### src/rtl/pipe_ctrl.sv
// pipe_ctrl: 5-stage pipeline stall/flush/PC sequencer; define PIPE_CTRL_PERF_EN to build the perf counters
module pipe_ctrl #(
  parameter int TRAP_DRAIN_CYC = 2,
  parameter int PERF_W = 32
) (
  input  logic              clk,
  input  logic              rst,
  input  logic [4:0]        id_rs1,
  input  logic [4:0]        id_rs2,
  input  logic              id_rs1_used,
  input  logic              id_rs2_used,
  input  logic [4:0]        ex_rd,
  input  logic              ex_is_load,
  input  logic              ex_redirect,
  input  logic              ex_mdu_start,
  input  logic              mdu_done,
  input  logic              mem_req,
  input  logic              mem_ready,
  input  logic              if_valid,
  input  logic              trap,
  output logic              pc_en,
  output logic [1:0]        pc_sel,
  output logic              ifid_en,
  output logic              ifid_flush,
  output logic              idex_en,
  output logic              idex_flush,
  output logic              exmem_en,
  output logic              exmem_flush,
  output logic              memwb_en,
  output logic              memwb_flush,
  output logic              trap_ack,
  output logic              mdu_kill,
  output logic [1:0]        state,
  output logic [PERF_W-1:0] perf_stall_cnt,
  output logic [PERF_W-1:0] perf_flush_cnt
);
  localparam logic [1:0] RUN = 2'd0, MEM_WAIT = 2'd1, MDU_WAIT = 2'd2, TRAP_DRAIN = 2'd3;
  localparam logic [3:0] DRAIN_INIT = 4'(TRAP_DRAIN_CYC - 1);
  if (TRAP_DRAIN_CYC < 1 || TRAP_DRAIN_CYC > 15) begin : g_bad_drain
    $error("pipe_ctrl: TRAP_DRAIN_CYC must be 1..15");
  end
  logic [1:0] st, nst;
  logic [3:0] cnt, ncnt;
  logic lu, mem_stall, mdu_stall, run, fall, drain, dz;
  logic a_trap, a_mem, a_mdu, a_redir, a_lu, a_nif;
  assign lu = ex_is_load & |ex_rd & ((id_rs1_used & (id_rs1 == ex_rd)) | (id_rs2_used & (id_rs2 == ex_rd)));
  assign mem_stall = mem_req & !mem_ready;
  assign mdu_stall = ex_mdu_start & !mdu_done;
  // A wait state whose ack arrives this cycle behaves exactly like RUN (zero-cycle stall)
  assign run = (st == RUN) | ((st == MEM_WAIT) & mem_ready) | ((st == MDU_WAIT) & mdu_done);
  assign drain = st == TRAP_DRAIN;
  assign dz = drain & (cnt == 4'd0);
  assign a_trap = trap & (run | ((st == MDU_WAIT) & !mdu_done));
  assign a_mem = ((st == MEM_WAIT) & !mem_ready) | (run & !trap & mem_stall);
  assign a_mdu = ((st == MDU_WAIT) & !mdu_done & !trap) | (run & !trap & !mem_stall & mdu_stall);
  assign fall = run & !trap & !mem_stall & !mdu_stall;
  assign a_redir = fall & ex_redirect;
  assign a_lu = fall & !ex_redirect & lu;
  assign a_nif = fall & !ex_redirect & !lu & !if_valid;
  always_comb begin
    nst = a_trap ? TRAP_DRAIN : a_mem ? MEM_WAIT : a_mdu ? MDU_WAIT : (drain & !dz) ? TRAP_DRAIN : RUN;
    ncnt = a_trap ? DRAIN_INIT : (drain & !dz) ? cnt - 4'd1 : cnt;
  end
  always_ff @(posedge clk) begin
    if (!rst) begin
      st <= RUN;
      cnt <= '0;
    end else begin
      st <= nst;
      cnt <= ncnt;
    end
  end
  assign state = st;
  assign pc_en = rst & (dz | !(a_trap | a_mem | a_mdu | a_lu | a_nif | drain));
  assign pc_sel = !rst ? 2'b00 : dz ? 2'b10 : a_redir ? 2'b01 : 2'b00;
  assign ifid_en = rst & !(a_mem | a_mdu | a_lu);
  assign ifid_flush = !rst | a_trap | drain | a_redir | a_nif;
  assign idex_en = rst & !(a_mem | a_mdu);
  assign idex_flush = !rst | a_trap | drain | a_redir | a_lu;
  assign exmem_en = rst & !a_mem;
  assign exmem_flush = !rst | a_trap | drain | a_mdu;
  assign memwb_en = rst;
  assign memwb_flush = !rst | a_trap | drain | a_mem;
  assign trap_ack = rst & dz;
  assign mdu_kill = rst & (st == MDU_WAIT) & trap;
`ifdef PIPE_CTRL_PERF_EN
  logic [PERF_W-1:0] ps, pf;
  always_ff @(posedge clk) begin
    if (!rst) begin
      ps <= '0;
      pf <= '0;
    end else begin
      if (!pc_en && !(&ps)) ps <= ps + 1'b1;
      if ((pc_sel == 2'b01 || trap_ack) && !(&pf)) pf <= pf + 1'b1;
    end
  end
  assign perf_stall_cnt = ps;
  assign perf_flush_cnt = pf;
`else
  assign perf_stall_cnt = '0;
  assign perf_flush_cnt = '0;
`endif
endmodule

### config.mk
export PLATFORM = sky130hd
export DESIGN_NAME = pipe_ctrl
export DESIGN_NICKNAME = d
export VERILOG_FILES = /design/src/rtl/pipe_ctrl.sv
export SDC_FILE = /design/constraint.sdc
export NUM_CORES = 1
export LEC_CHECK = 0
export ABC_AREA = 1
export BUFFER_PORTS_ARGS = -buffer_cell sky130_fd_sc_hd__buf_4
export CAP_MARGIN = 20
export CORE_ASPECT_RATIO = 1.4
export CORE_MARGIN = 4
export CORE_UTILIZATION = 39
export CTS_BUF_LIST = sky130_fd_sc_hd__clkbuf_8 sky130_fd_sc_hd__clkbuf_16
export DETAILED_ROUTE_END_ITERATION = 6
export PLACE_DENSITY = 0.82
export SETUP_SLACK_MARGIN = 0.2
export SLEW_MARGIN = 5
export SYNTH_ARGS = -nofsm -noshare
export SYNTH_HDL_FRONTEND = slang
export SYNTH_SLANG_ARGS = --single-unit
### constraint.sdc
create_clock -name clk -period 1.8 [get_ports clk]
set_input_delay 0.36 -clock clk [delete_from_list [all_inputs] [get_ports clk]]
set_output_delay 0.36 -clock clk [all_outputs]
set_load 0.01 [all_outputs]
# --- Word-level counts from Yosys, hierarchy flattened ---
# Cells that the tools add are included.
totals:
  register_bits: 6
  latchBits: 0
  ram_bits: 0
  mem_bits_ro: 0
  inputBits: 27
  memories: 0
op_classes:
  add_sub_neg: 1
  n_mul: 0
  div_mod_pow: 0
  order_cmp: 0
  eq_ne: 5
  shift: 0
  n_mux: 9
  bitwise: 53
  n_reduce_logical: 19
ops:
  columns: ["operator", "n"]
  rows:
  - ["$and 1x1->1", 31]
  - ["$or 1x1->1", 21]
  - ["$logic_not 1->1", 14]
  - ["$mux 2", 6]
  - ["$eq 5x5->1", 2]
  - ["$reduce_or 5->1", 1]
  - ["$eq 2x2->1 const B", 2]
  - ["$logic_not 4->1", 1]
  - ["$sub 4x1->4 const B", 1]
  - ["$mux 1", 3]
  - ["$eq 2x1->1 const B", 1]
  - ["$logic_not 2->1", 1]
  - ["$reduce_bool 2->1", 1]
  - ["$reduce_or 2->1", 1]
  - ["$not 1->1", 1]

# --- Logic depth before layout (Yosys ltp) ---
# Gate-level depths: netlist of run 1.
depth:
  depth_word: 15
  depth_mapped: 10
  ltp_nobuf: 10

# --- Least setup slack after synthesis of run 1 ---
# OpenSTA, ideal clock, no wires.
synth_timing:
  path_kind: "register to output"
  startpoint: "register st[0], in the netlist state[0]"
  endpoint: "output port ifid_en"
  arrival_time_ns: 1.230
  path_slack_ns: 0.210
  path_stages_with_launch: 9
  cell_sequence: "dfxtp_1 -> nand2_2 -> nand2_2 -> nor2_4 -> nand3_2 -> nand2_2 -> nor3_4 -> nand2_1 -> inv_1"
synth_between:
  elab_chain_len: 12
  word_cells_on_any_way: 23
  classes_between: "eq/ne: 2; bitwise: 19; reduce/logical: 2"
synth_lines:
  columns: ["item", "line", "source"]
  rows:
  - ["from (decl)", "42", "logic [1:0] st, nst;"]
  - ["from (signal assigned)", "69", "st <= nst;"]
  - ["$eq 2x1->1", "50, 54", null]
  - ["$and 1x1->1", "50", "assign run = (st == RUN) | ((st == MEM_WAIT) & mem_ready) | ((st == MDU_WAIT) & mdu_done);"]
  - ["$or 1x1->1 (2 in series)", "50", null]
  - ["$and 1x1->1", "54, 55, 56", null]
  - ["$and 1x1->1", "55, 56", null]
  - ["$and 1x1->1 (on tied branches)", "55, 56", null]
  - ["$or 1x1->1 / $and 1x1->1 (equally long branches)", "55, 58", null]
  - ["$or 1x1->1 / $and 1x1->1 (equally long branches)", "76, 58", null]
  - ["$or 1x1->1 *", "76", "assign ifid_en = rst & !(a_mem | a_mdu | a_lu);"]
  - ["$logic_not 1->1 *", "76", null]
  - ["$and 1x1->1 *", "76", null]
  - ["to (decl)", "23", "output logic ifid_en,"]
# Mark *: on every way between the ends. The rest lies on a longest branch, timed or not.

# --- Worst setup path after layout of run 1 ---
layout_timing:
  startpoint: "register st[0], in the netlist state[0]"
  endpoint: "output port pc_en"
layout_between:
  elab_chain_len: 15
  word_cells_on_any_way: 33
  classes_between: "eq/ne: 3; bitwise: 28; reduce/logical: 2"
layout_lines:
  columns: ["item", "line", "source"]
  rows:
  - ["$eq 2x1->1", "50, 54", null]
  - ["$and 1x1->1", "50", null]
  - ["$or 1x1->1 (2 in series)", "50", null]
  - ["$and 1x1->1", "54, 55, 56", null]
  - ["$and 1x1->1 (on tied branches)", "54, 55, 56", null]
  - ["$or 1x1->1 (tied with other cells)", "54", "assign a_mem = ((st == MEM_WAIT) & !mem_ready) | (run & !trap & mem_stall);"]
  - ["$or 1x1->1 (tied with other cells) (2 in series)", "74", "assign pc_en = rst & (dz | !(a_trap | a_mem | a_mdu | a_lu | a_nif | drain));"]
  - ["$or 1x1->1 / $and 1x1->1 (equally long branches)", "74, 59", null]
  - ["$or 1x1->1 (2 in series)", "74", null]
  - ["$logic_not 1->1", "74", null]
  - ["$or 1x1->1 *", "74", null]
  - ["$and 1x1->1 *", "74", null]
  - ["to (decl)", "21", "output logic pc_en,"]
# Marks and branches as above.

==> results by group, run 1 <==
STA
  – Tcrit/Tclk final: 1.00
  – Final Hold Viols: 0
  – Min cycle time layout: 1800 ps
  – RSZ-0062 raised after global routing: yes
  – Hold slack: 417 ps
  – Worst setup margin: -1.42 ps
  – Clk_skew: 2.37 ps
  – Setup TNS: -1.42 ps
  – Final setup violation count: 1
  – Achievable clock frequency: 555 MHz
  – Final Max Slew Viols: 0

Global routing
  – GRT overflow: 0
  – First-pass GRT wire length: 3880 microns
  – GRT Total Usage: 0.119
  – Initial antenna violation count: 0
  – Largest net degree at the start of global routing: 8
  – Vias in the first global route: 964

Setup path
  – Reg2Reg Depth: 8
  – Worst Path Arrival: 1440 ps
  – Reg-to-reg startpoint: cnt[0]
  – Crit. Startpoint: state[0]
  – Worst setup path class: flip-flop to output pin
  – Setup crit start kind: flip-flop
  – Worst EP required: 1440 ps
  – CP Max Fanout: 5
  – Crit path capture type: output pin

Placement
  – GPL Wtd Cong: 0.784
  – # port buffers: 41
  – Pre-CTS WS: 40.9 ps
  – Area after DPL: 1350 sq um
  – DP HPWL: 2380 microns
  – Post-Place Cells: 283

Clocking
  – Hold-fix buffers at CTS: 0
  – CTS Root Cell: clkbuf_8
  – Clock latency on the worst-skew pair: 220 ps
  – CTS tree: yes
  – Clk slew on worst S/H paths: 40 ps
  – # H-tree levels: 1
  – CTS Buf Count: 3
  – Clk sinks: 6
  – Max clock buf depth: 2

Layout
  – # fillers: 312
  – Layout cells sized above 1: 0.325
  – Layout area overhead: 24.9%
  – Design Area, Final: 1530 sq um
  – Layout Utilization: 0.522
  – Fin nets: 283
  – Post-Layout Cell Count: 289
  – # diodes: 0

Synth
  – Mapped Area: 1230 sq um
  – Netlist cell types: 23
  – Synth Register Bits: 6
  – Ys Warns: 0
  – Post-synthesis sequential area ratio: 0.0979
  – Synth Instances: 204
  – Syn Area/Cell: 6.02 sq um

Route
  – Via count: 1,158
  – Met1 WL: 883 microns
  – Avg Vias per Cell: 4.01
  – Drt total wl: 2860 microns
  – First-pass detailed-route iteration total: 4
  – DR WL met3: 330 microns
  – Initial DRC Count: 17
  – DR WL met2: 1590 microns
  – Post-DR wirelength/cell: 9.88 microns
  – ANT nets after route: 0
  – Max Used Layer: met4
  – Post-route DRC: 0

Power and ir drop
  – Final Total Pwr: 707 uW
  – Leak: 0.944 nW
  – Worst VDD drop: 0.302 mV
  – Power Density: 462 nW/um^2

Die
  – Die span in x: 55.4 microns
  – Die ar.: 4120 sq um
  – Core area: 2940 sq um
  – Effective utilization at floorplan: 0.418
  – Row count: 23
  – I/O pin total: 106
  – DIE HEIGHT: 74.4 microns

Hold path
  – Hold Crit Class: input port to flip-flop
  – Hold wc startpoint: rst
  – Hold Path Depth: 3

Status
  – Status: complete, but fails checks
  – Failing checks: negative setup slack

Run
  – Max Cap Viol: 0
what timing repair did:
action,4_1_cts,5_1_grt
buffers inserted,1,2
pin swaps,11,6
gates resized for setup,17,19
setup endpoints to repair,11,11
hold endpoints to repair,0,0
cell usage after synthesis, drive strengths merged:
cell    number  share of area
conb         1         0.0031
nor3         2          0.017
buf         66           0.40
a21oi        1         0.0041
nor2        19          0.064
a31oi        1         0.0051
o21ai        2         0.0082
or3          1         0.0051
nand3       15          0.065
xor2         1         0.0071
nand4        3          0.015
ha           2          0.020
o22ai        1         0.0051
nand3b       1         0.0092
dfxtp        6          0.098
nand2       48           0.16
inv         31          0.095
nor4         1         0.0051
a211oi       2          0.012
critical path: stages (launching register included):
cell     delay (ps)
dfxtp_4         350
buf_4           150
nand3_1         140
nand3_1         150
nor2_2          130
nand3_2          80
nor2_2           90
buf_4           120
layer usage:
layer / GRT usage / vias to the layer above
li1: - / 588
met1: 0.110 / 501
met2: 0.226 / 65
met3: 0.0399 / 4
met4: 0.0757 / 0
met5: 0 / -
layout make-up:
type                    instances  area, sq um  area share
clock buffers                   3         41.3      0.0269
inverters                      31          116      0.0759
multi-input cells             164          816       0.532
flip-flops and latches          6          130      0.0849
well taps                      37         46.3      0.0302
repair buffers                 48          383       0.250
cells in the final DEF (no fill, tap or decap):
cell type	synthesis	routed
conb_1	1	64
buf_4	66	42
nand2_1	43	40
inv_1	31	26
nor2_1	18	14
nand3_1	14	10
buf_6	0	6
inv_2	0	5
nand2_2	5	5
nor2_2	0	4
nand3_2	1	4
nand2_4	0	3
nand4_1	3	3
clkbuf_8	0	3
o21ai_0	2	2
nor3_4	1	2
a211oi_1	2	2
dfxtp_2	0	2
dfxtp_1	6	2
dfxtp_4	0	2
nor2_4	1	1
nand3b_2	1	1
or3_1	1	1
nand3_4	0	1
nor4_1	1	1
a31oi_1	1	1
xor2_1	1	1
a21oi_1	1	1
o22ai_1	1	1
ha_4	0	1
ha_1	2	1
sequential cells by signal, indices dropped and copies added, names as in the netlist:
name,cells
cnt,4
state,2
power by group:
group	total, mW	internal [mW]	switching [mW]
Sequential	0.152	0.142	0.00992
Clock	0.202	0.144	0.0582
Combinational	0.353	0.145	0.209
path summary, 6_finish.rpt:
check | end | slack (ps)
worst max-delay path | pc_en | -1
worst min register to register | cnt[1] | 490
worst min-delay path | state[0] | 420
worst max register to register | cnt[3] | 360
logic make-up after synthesis:
| logic type | count (synthesis) | synth area share |
|---|---|---|
| other | 1 | 0.00306 |
| XOR/XNOR | 1 | 0.00714 |
| buffers and inverters | 97 | 0.498 |
| AND/OR/NAND/NOR | 90 | 0.338 |
| AO/OA/AOI/OAI | 7 | 0.0347 |
| flip-flops | 6 | 0.0979 |
| adder cells (fa/ha/maj) | 2 | 0.0204 |
Power figures use the tool's default switching activity.
==> inputs of run 2 (changes only) <==
--- a/config.mk
+++ b/config.mk
@@ -6,7 +6,7 @@
 export NUM_CORES = 1
 export LEC_CHECK = 0
 export ABC_AREA = 1
-export BUFFER_PORTS_ARGS = -buffer_cell sky130_fd_sc_hd__buf_4
+export BUFFER_PORTS_ARGS = -buffer_cell sky130_fd_sc_hd__buf_2
 export CAP_MARGIN = 20
 export CORE_ASPECT_RATIO = 1.4
 export CORE_MARGIN = 4
==> results by group, run 2 (synthesized netlist as in run 1, its figures left out) <==
Layout
  – Reg with most FFs: cnt
  – Post-Layout Cell Count: 291 (+0.69%)
  – # fillers: 306 (-1.9%)
  – Commonest non-fill, non-tap cell in the layout: conb_1
  – Commonest cells after routing, fill and taps aside: conb_1, nand2_1, buf_2
  – Layout area overhead: 17.7%
  – Layout cells sized above 1: 0.327 (+0.00137)
  – Fin nets: 285 (+0.71%)
  – # diodes: 0 (unchanged)
  – Max FFs per register: 4 (unchanged)

Clocking
  – # H-tree levels: 1 (unchanged)
  – Clk slew on worst S/H paths: 30 ps (about the same)
  – CTS Root Cell: clkbuf_8
  – Clock latency on the worst-skew pair: 220 ps (about the same)
  – Max clock buf depth: 2 (unchanged)
  – CTS tree: yes
  – Clk sinks: 6 (unchanged)
  – CTS Buf Count: 3 (unchanged)

Setup path
  – Worst setup path class: flip-flop to output pin
  – Crit. Startpoint: state[1]
  – Setup crit start kind: flip-flop
  – Worst Path Arrival: 1440 ps (about the same)
  – CP Max Fanout: 5 (unchanged)
  – Crit path capture type: output pin
  – Worst EP required: 1440 ps (about the same)
  – Reg-to-reg startpoint: cnt[0]

STA
  – Clk_skew: 0.333 ps (-2.04 ps)
  – Tcrit/Tclk final: 1.00 (+0.00148)
  – Final Hold Viols: 0 (unchanged)
  – Worst setup margin: -4.08 ps (-2.66 ps)
  – Achievable clock frequency: 554 MHz (-0.15%)
  – RSZ-0062 raised after global routing: yes
  – Setup TNS: -4.08 ps (-2.66 ps)
  – Final Max Slew Viols: 0 (unchanged)
  – Final setup violation count: 1 (unchanged)
  – Min cycle time layout: 1800 ps (+2.66 ps)

Global routing
  – Largest net degree at the start of global routing: 8 (unchanged)
  – First-pass GRT wire length: 4110 microns (+5.7%)
  – Vias in the first global route: 1,025 (+6.3%)
  – GRT Total Usage: 0.122 (+0.00263)
  – GRT overflow: 0 (unchanged)
  – Initial antenna violation count: 0 (unchanged)

Power and ir drop
  – Leak: 0.929 nW (-1.6%)
  – Seq pwr share: 0.224 (+0.009)
  – Combinational power share: 0.488 (-0.011)
  – Power Density: 472 nW/um^2 (+2.3%)
  – Pint: 407 uW (-5.4%)
  – Clk network pwr share: 0.288 (+0.003)
  – Net Switching: 275 uW (-0.59%)
  – Worst VDD drop: 0.377 mV (+25%)
  – Switching Fraction: 0.403 (+0.0120)

Die
  – Row count: 23 (unchanged)
  – Die ar.: 4120 sq um (unchanged)
  – Die span in x: 55.4 microns (unchanged)
  – DIE HEIGHT: 74.4 microns (unchanged)
  – Core area: 2940 sq um (unchanged)
  – Effective utilization at floorplan: 0.418 (unchanged)
  – I/O pin total: 106 (unchanged)

Hold path
  – Hold Crit Class: input port to flip-flop
  – Hold wc startpoint: rst

Run
  – Max Cap Viol: 0 (unchanged)

Route
  – Post-route DRC: 0 (unchanged)
  – Drt total wl: 2830 microns (-0.77%)
  – Initial DRC Count: 12 (-5)
  – ANT nets after route: 0 (unchanged)
  – Via count: 1,193 (+3.0%)
  – First-pass detailed-route iteration total: 4 (unchanged)
  – Post-DR wirelength/cell: 9.74 microns (-1.5%)
  – Avg Vias per Cell: 4.10 (+2.3%)

Status
  – Status: complete, but fails checks
  – Failing checks: negative setup slack

Placement
  – DP HPWL: 2270 microns (-4.7%)
  – Pre-CTS WS: 31.8 ps (-9.07 ps)
  – GPL Wtd Cong: 0.888 (+13%)
  – # port buffers: 41 (unchanged)
  – Post-Place Cells: 282 (-0.35%)
run 2: area by class of cell:
class	instances	area [sq um]	share of cell area
multi-input combinational	164	831	0.575
timing repair buffer	50	283	0.196
sequential	6	128	0.0883
inverter	31	116	0.0805
tap	37	46.3	0.0320
clock buffer	3	41.3	0.0286
run 2: metal layers:
layer | GRT usage | wire length (microns)
met1 | 0.111 | 893
met4 | 0.0649 | 75
met2 | 0.246 | 1550
met5 | 0 | 0
met3 | 0.0313 | 313
run 2: path summary, 6_finish.rpt:
path	slack (ps)	to	depth (start not counted)
worst max-delay path	-4	ifid_en	9
worst min-delay path	430	state[0]	3
worst min register to register	510	cnt[3]	2
worst max register to register	410	cnt[3]	8
run 2: power groups by stage:
stage / sequential (mW) / clock, mW / combinational (mW)
after global routing: 0.153 / 0.210 / 0.372
after global placement: 0.153 / 0 / 0.263
after detailed placement: 0.154 / 0 / 0.267
after floorplan: 0.153 / 0 / 0.285
after CTS: 0.150 / 0.201 / 0.296
final: 0.153 / 0.197 / 0.333
run 2: worst max-delay path, cell delays in order, from the launching register on:
cell and delay [ps]:
dfxtp_4 360, nand2_4 80, nand2_4 50, nor2_4 170
nand3_2 140, nand2_2 130, nor3_4 50, nand2_1 90
inv_2 40, buf_6 110
run 2: what timing repair did:
action	4_1_cts	5_1_grt
setup endpoints to repair	11	11
gates resized for setup	15	17
hold buffers	0	0
pin swaps	11	15
gates cloned	0	0
setup buffers	4	2
run 2: metrics by stage:
step | utilization | hold slack (ps) | area [sq um] | power, mW
global route | 0.492 | 444 | 1450 | 0.735
floorplan | - | 471 | 1460 | 0.438
global placement | 0.423 | 478 | 1240 | 0.416
finish | 0.492 | 432 | 1450 | 0.682
detailed placement | 0.423 | 500 | 1240 | 0.421
CTS | 0.465 | 433 | 1360 | 0.647
